[config.mk]
export PLATFORM = sky130hd
export DESIGN_NAME = regfile_dump_reader
export DESIGN_NICKNAME = d
export VERILOG_FILES = /design/src/rtl/regfile_pkg.sv /design/src/rtl/dump_addr_gen.sv /design/src/rtl/regfile_dump_reader.sv
export SDC_FILE = /design/constraint.sdc
export NUM_CORES = 1
export LEC_CHECK = 0
export BUFFER_PORTS_ARGS = -buffer_cell sky130_fd_sc_hd__buf_2
export CELL_PAD_IN_SITES_DETAIL_PLACEMENT = 1
export CELL_PAD_IN_SITES_GLOBAL_PLACEMENT = 1
export CORE_AREA = 2 2 141 143
export DETAILED_ROUTE_END_ITERATION = 12
export DIE_AREA = 0 0 143 145
export PLACE_DENSITY_LB_ADDON = 0.05
export SLEW_MARGIN = 20
export SYNTH_ARGS = -nofsm -noshare
export SYNTH_HDL_FRONTEND = slang
export SYNTH_SLANG_ARGS = --single-unit
[constraint.sdc]
create_clock -name clk -period 1.2 [get_ports clk]
set_input_delay 0 -clock clk [delete_from_list [all_inputs] [get_ports clk]]
set_output_delay 0 -clock clk [all_outputs]
set_load 0.005 [all_outputs]
[src/rtl/regfile_pkg.sv]
// Shared constants and types for the register-file dump reader.
package regfile_pkg;

  localparam int NUM_REGS = 25;
  localparam int ADDR_W   = 6;
  localparam int DATA_W   = 128;
  localparam int VEC_BIT  = 5;
  localparam int IDX_W    = 5;

  typedef logic [ADDR_W-1:0] reg_addr_t;

  typedef enum logic [1:0] {
    IDLE,
    READ,
    SEND,
    FINISH
  } dump_state_t;

endpackage

[src/rtl/dump_addr_gen.sv]
// Bank/index walker for the dump reader: scalar bank first, then vector bank,
// skipping any bank not enabled in the latched mode.
module dump_addr_gen
  import regfile_pkg::*;
(
  input  logic              clk,
  input  logic              rst,
  input  logic              load,
  input  logic              advance,
  input  logic [1:0]        mode,
  output logic [ADDR_W-1:0] addr,
  output logic              is_last
);

  localparam logic [IDX_W-1:0] IDX_MAX = IDX_W'(NUM_REGS - 1);

  logic             vec_bank;
  logic             vec_en;
  logic [IDX_W-1:0] idx;

  always_ff @(posedge clk) begin
    if (rst) begin
      vec_bank <= 1'b0;
      vec_en   <= 1'b0;
      idx      <= '0;
    end else if (load) begin
      vec_en   <= mode[1];
      vec_bank <= ~mode[0];
      idx      <= '0;
    end else if (advance) begin
      if (idx == IDX_MAX) begin
        // Only reachable on the scalar bank with the vector bank still to go.
        if (!vec_bank && vec_en) begin
          vec_bank <= 1'b1;
          idx      <= '0;
        end
      end else begin
        idx <= idx + 1'b1;
      end
    end
  end

  assign addr    = {vec_bank, idx};
  assign is_last = (idx == IDX_MAX) && (vec_bank || !vec_en);

endmodule

[src/rtl/regfile_dump_reader.sv]
// Walks the register file read port and streams each register over valid/ready.
//   state  | meaning
//   IDLE   | waiting for start; done may pulse here for one cycle
//   READ   | capture rf_data/rf_addr into the output beat
//   SEND   | beat presented, wait for out_ready, then advance or finish
//   FINISH | raise done, drop busy, return to IDLE
module regfile_dump_reader
  import regfile_pkg::*;
(
  input  logic              clk,
  input  logic              rst,
  input  logic              start,
  input  logic [1:0]        mode,
  output logic [ADDR_W-1:0] rf_addr,
  input  logic [DATA_W-1:0] rf_data,
  output logic              out_valid,
  input  logic              out_ready,
  output logic [DATA_W-1:0] out_data,
  output logic [ADDR_W-1:0] out_addr,
  output logic              out_last,
  output logic              busy,
  output logic              done
);

  dump_state_t       state;
  logic              gen_load;
  logic              gen_adv;
  logic              gen_last;
  logic [ADDR_W-1:0] gen_addr;

  assign gen_load = (state == IDLE) && start && (mode != 2'b00);
  assign gen_adv  = (state == SEND) && out_valid && out_ready && !out_last;
  assign rf_addr  = gen_addr;

  dump_addr_gen u_addr_gen (
    .clk     (clk),
    .rst     (rst),
    .load    (gen_load),
    .advance (gen_adv),
    .mode    (mode),
    .addr    (gen_addr),
    .is_last (gen_last)
  );

  always_ff @(posedge clk) begin
    if (rst) begin
      state     <= IDLE;
      out_valid <= 1'b0;
      out_data  <= '0;
      out_addr  <= '0;
      out_last  <= 1'b0;
      busy      <= 1'b0;
      done      <= 1'b0;
    end else begin
      done <= 1'b0;
      case (state)
        IDLE: begin
          if (start) begin
            busy  <= 1'b1;
            state <= (mode != 2'b00) ? READ : FINISH;
          end
        end
        READ: begin
          out_data  <= rf_data;
          out_addr  <= rf_addr;
          out_last  <= gen_last;
          out_valid <= 1'b1;
          state     <= SEND;
        end
        SEND: begin
          if (out_valid && out_ready) begin
            out_valid <= 1'b0;
            out_last  <= 1'b0;
            state     <= out_last ? FINISH : READ;
          end
        end
        FINISH: begin
          done  <= 1'b1;
          busy  <= 1'b0;
          state <= IDLE;
        end
        default: state <= IDLE;
      endcase
    end
  end

endmodule

==> Flow_metrics.wiki <==
{| class="wikitable"
! Metric !! Value
|-
| Data required, critical path || approximately 1500 ps
|-
| R2R Setup Slk || -120 ps
|-
| Worst reg-to-reg path cell count || 4
|-
| Largest cells by area after synthesis || sky130_fd_sc_hd__dfxtp_1 (56%), sky130_fd_sc_hd__nand2_1 (19%), sky130_fd_sc_hd__a21oi_1 (13%), sky130_fd_sc_hd__buf_2 (2.4%), sky130_fd_sc_hd__clkbuf_1 (1.4%)
|-
| Critical Setup Path Class || reg2reg
|-
| Maximum net fanout on the critical path || 7
|-
| Placed insts || 1184
|-
| Internal Dissipation || 9.24 mW
|-
| Core footprint || ~0.019 sq mm
|-
| Post-synth top area share || 55.6%
|-
| Clock sink count || around 150
|-
| Via count || about 6300
|-
| Type of the tightest min-delay check || in2reg
|-
| Endpoint of the lowest-slack register-to-register path || u_addr_gen.vec_bank$_SDFFE_PP0P_
|-
| Smallest setup slack after layout || -125 ps
|-
| Num CTS Buffers || 17
|-
| Deepest level of the CTS H-tree || 4
|-
| Fillers || 2282
|-
| Post-Layout Cell Count || 1377
|-
| Post-detailed-route count of antenna-violating nets || 0
|-
| Outcome || finished, violations left
|-
| Clock tree from TritonCTS || yes
|-
| Initial DRC count || 148
|-
| Switching Share || 26.1%
|-
| Post-synthesis async set-or-reset flop share || 0%
|-
| Start point of the worst min-delay path || out_ready
|-
| Final weighted congestion in routability-driven placement || around 0.81
|-
| Count of flip-flops with a built-in enable after synthesis || 0
|-
| Reg2reg start || state[0]$_SDFFE_PP0P_
|-
| Power dissipated by switching net loads || 3.26 mW
|-
| Number of stages on the worst hold path || 4
|-
| Maximum resistive drop on vdd || 0.00101 V
|-
| Post-Synthesis Cell Area || 0.00530 sq mm
|-
| Wire length of the first global-routing pass || 32700 um
|-
| Die X-Extent || 143 um
|-
| Seq/Total Area, Yosys || 55.6%
|-
| Synthesized area divided by synthesized cell count || 7.99 sq um
|-
| Count of final max-slew check failures || 0
|-
| Via count of the first global-routing pass || roughly 6600
|-
| Final core utilization || roughly half
|-
| Proportion of layout cells with a drive suffix above 1 || 37.5%
|-
| Row cnt || 51
|-
| Post-Route Hold Slack || ~22 ps
|-
| Worst max-slew margin expressed relative to the limit || 72.2%
|-
| Final total negative setup slack || -9460 ps
|-
| Reported leakage power || 4.29 nW
|-
| CP Capture Type || flip-flop
|-
| Pre-CTS worst setup slack || -163 ps
|-
| P per Cell Area || roughly 1300 mW/mm^2
|-
| Crit path arrival time || 1650 ps
|-
| Final cell area excluding filler cells || 0.00974 sq mm
|-
| Area post-placement || 0.00714 sq mm
|-
| Clock latency on the worst-skew pair || approximately 420 ps
|-
| Launching instance or port of the critical path || state[0]$_SDFFE_PP0P_
|-
| Register clock-pin slew on the reported worst setup and hold paths || 60 ps
|-
| Worst Clk Skew || between 6 and 7 ps
|-
| Distinct cell type count of the synthesized netlist || 35
|-
| Failing checks || negative setup slack
|-
| Post-route clock period utilization || 110%
|-
| GRT overflow || 0
|-
| Total length of routed wires || 23100 um
|-
| Startpoint kind of the worst setup timing path || flip-flop
|-
| Yosys warning total || 0
|-
| Pin count of the biggest net entering global routing || 48
|-
| Power share of the sequential group || 42.0%
|-
| Total of buffers placed on input and output ports || around 280
|-
| Post-detail-place hpwl || 12900 um
|-
| Total Power || roughly 13 mW
|-
| Register bit count reported by yosys || roughly 150
|-
| Comb pwr share || 17.1%
|-
| Max-Cap Viols || 0
|-
| Synthesized instance count || ~660
|-
| Maximum clock rate || 0.755 GHz
|-
| Floorplan die height || around 150 um
|-
| Layout Nets || about 1200
|-
| Clock tree buffer depth || 2
|-
| GRT Overall Usage || 19.6%
|-
| Initial Util || ~28%
|-
| Routed length per instance || 16.8 um
|-
| DIE AREA || 0.0207 sq mm
|-
| DRC errors left || 0
|-
| Count of endpoints failing hold in the final timing report || 0
|-
| Setup repair after global routing missed its margin || true
|-
| Post-synthesis to final-layout area growth || 83.9%
|-
| Vias per std cell || 4.54
|-
| Number of top-level design ports || 278
|-
| Fraction of power consumed by the clock network || between 40 and 50%
|-
| Mapped Nets || about 800
|-
| Clock tree root buffer cell || sky130_fd_sc_hd__clkbuf_16
|-
| WHS Endpoint || out_valid$_SDFFE_PP0P_
|-
| Cell taking the most area after synthesis || sky130_fd_sc_hd__dfxtp_1
|-
| Transition time at the pin with the least slew margin || 417 ps
|-
| Initial antenna violation count || 0
|-
| Most common flop cell mapped by yosys || sky130_fd_sc_hd__dfxtp_1
|-
| First drt pass iteration count || 4
|-
| Setup-violating endpoint count in the final report || 142
|-
| Period minus WS final || 1320 ps
|}
## kinds of logic (layout without fill, tap and decap cells)
family	count (synthesis)	in the layout	share of synthesized area, %
fa+ha+maj	2	2	0.473
mux	3	3	0.591
simple gates	304	304	23.1
compound gates	154	154	15.5
other cells	0	1	0
buf+inv	53	501	4.77
flops	147	147	55.6
## power groups by stage
stage | clock network, mW | registers, mW | logic, mW
2_1_floorplan | 0 | 5.37 | 0.597
3_3_place_gp | 0 | 5.34 | 1.30
3_5_place_dp | 0 | 5.36 | 1.35
4_1_cts | 5.28 | 5.25 | 1.75
5_1_grt | 5.41 | 5.28 | 2.32
6_report | 5.12 | 5.26 | 2.13
## cell usage after synthesis (3+ instances only)
cell                       number
sky130_fd_sc_hd__a211oi_1       3
sky130_fd_sc_hd__a21oi_1      138
sky130_fd_sc_hd__buf_2         25
sky130_fd_sc_hd__clkbuf_1      20
sky130_fd_sc_hd__dfxtp_1      147
sky130_fd_sc_hd__inv_1          4
sky130_fd_sc_hd__nand2_1      275
sky130_fd_sc_hd__nor2_1        11
sky130_fd_sc_hd__nor2b_1        3
sky130_fd_sc_hd__o21ai_0        4
## cells in the final DEF (no fill, tap or decap), types with 3 or more instances in the layout
cell type | synthesis | routed
sky130_fd_sc_hd__a21oi_2 | 0 | 32
sky130_fd_sc_hd__clkinvlp_4 | 0 | 3
sky130_fd_sc_hd__nor2b_1 | 3 | 3
sky130_fd_sc_hd__buf_4 | 2 | 25
sky130_fd_sc_hd__buf_12 | 0 | 13
sky130_fd_sc_hd__buf_16 | 0 | 4
sky130_fd_sc_hd__buf_2 | 25 | 276
sky130_fd_sc_hd__a21oi_1 | 138 | 106
sky130_fd_sc_hd__a211oi_1 | 3 | 3
sky130_fd_sc_hd__nand2_1 | 275 | 275
sky130_fd_sc_hd__dfxtp_1 | 147 | 143
sky130_fd_sc_hd__dlygate4sd3_1 | 0 | 133
sky130_fd_sc_hd__nor2_1 | 11 | 10
sky130_fd_sc_hd__clkbuf_16 | 0 | 30
sky130_fd_sc_hd__clkinv_2 | 0 | 4
## state kept, by name, summed over array words and instances (netlist names)
register,cells
out_valid,1
state,2
done,1
out_last,1
out_addr,6
u_addr_gen.vec_en,1
out_data,128
u_addr_gen.vec_bank,1
u_addr_gen.idx,5
busy,1
## worst max-delay path: stages (launching register included)
cell                       delay (ps)
sky130_fd_sc_hd__dfxtp_4          370
sky130_fd_sc_hd__nor4bb_4         350
sky130_fd_sc_hd__and2_4           220
sky130_fd_sc_hd__nand3_2           70
sky130_fd_sc_hd__a221oi_2         220
## cell type report
type | instances | area [sq um] | share of cell area, %
repair buffers | 465 | 3610 | 37.1
diodes | 1 | 2.50 | 0.0257
clock buffers | 20 | 457 | 4.69
inverters | 4 | 15.0 | 0.154
multi-input cells | 463 | 2260 | 23.3
flip-flops and latches | 147 | 2950 | 30.3
well taps | 265 | 332 | 3.40
clock inverters | 12 | 105 | 1.08
## how the worst max path moves through the flow
stage	endpoint	slack, ps	cells past startpoint
final	u_addr_gen.vec_bank$_SDFFE_PP0P_	-120	4
after global routing	out_data[53]$_SDFFE_PP0P_	-200	7
after CTS	u_addr_gen.vec_bank$_SDFFE_PP0P_	-130	4
after detailed placement	out_addr[3]$_SDFFE_PP0P_	-160	4
after global placement	out_data[4]$_SDFFE_PP0P_	-110	4
after floorplan	u_addr_gen.idx[2]$_SDFFE_PP0P_	-90	5
## repair_timing
action | 4_1_cts | 5_1_grt
hold endpoints to repair | 133 | 0
hold buffers | 133 | 0
setup endpoints to repair | 141 | 141
setup buffers | 2 | 8
resized for setup | 7 | 44
cloned | 1 | 16
pin swaps | 3 | 2
## routing by layer
metal	global-route usage (%)	part of all wire [%]	up-vias
li1	-	-	3027
met1	22.5	42	3003
met2	35.1	51	198
met3	4.75	4.9	28
met4	6.83	1.8	0
met5	0	0	-
No activity file was read; power rests on OpenSTA's default activity.
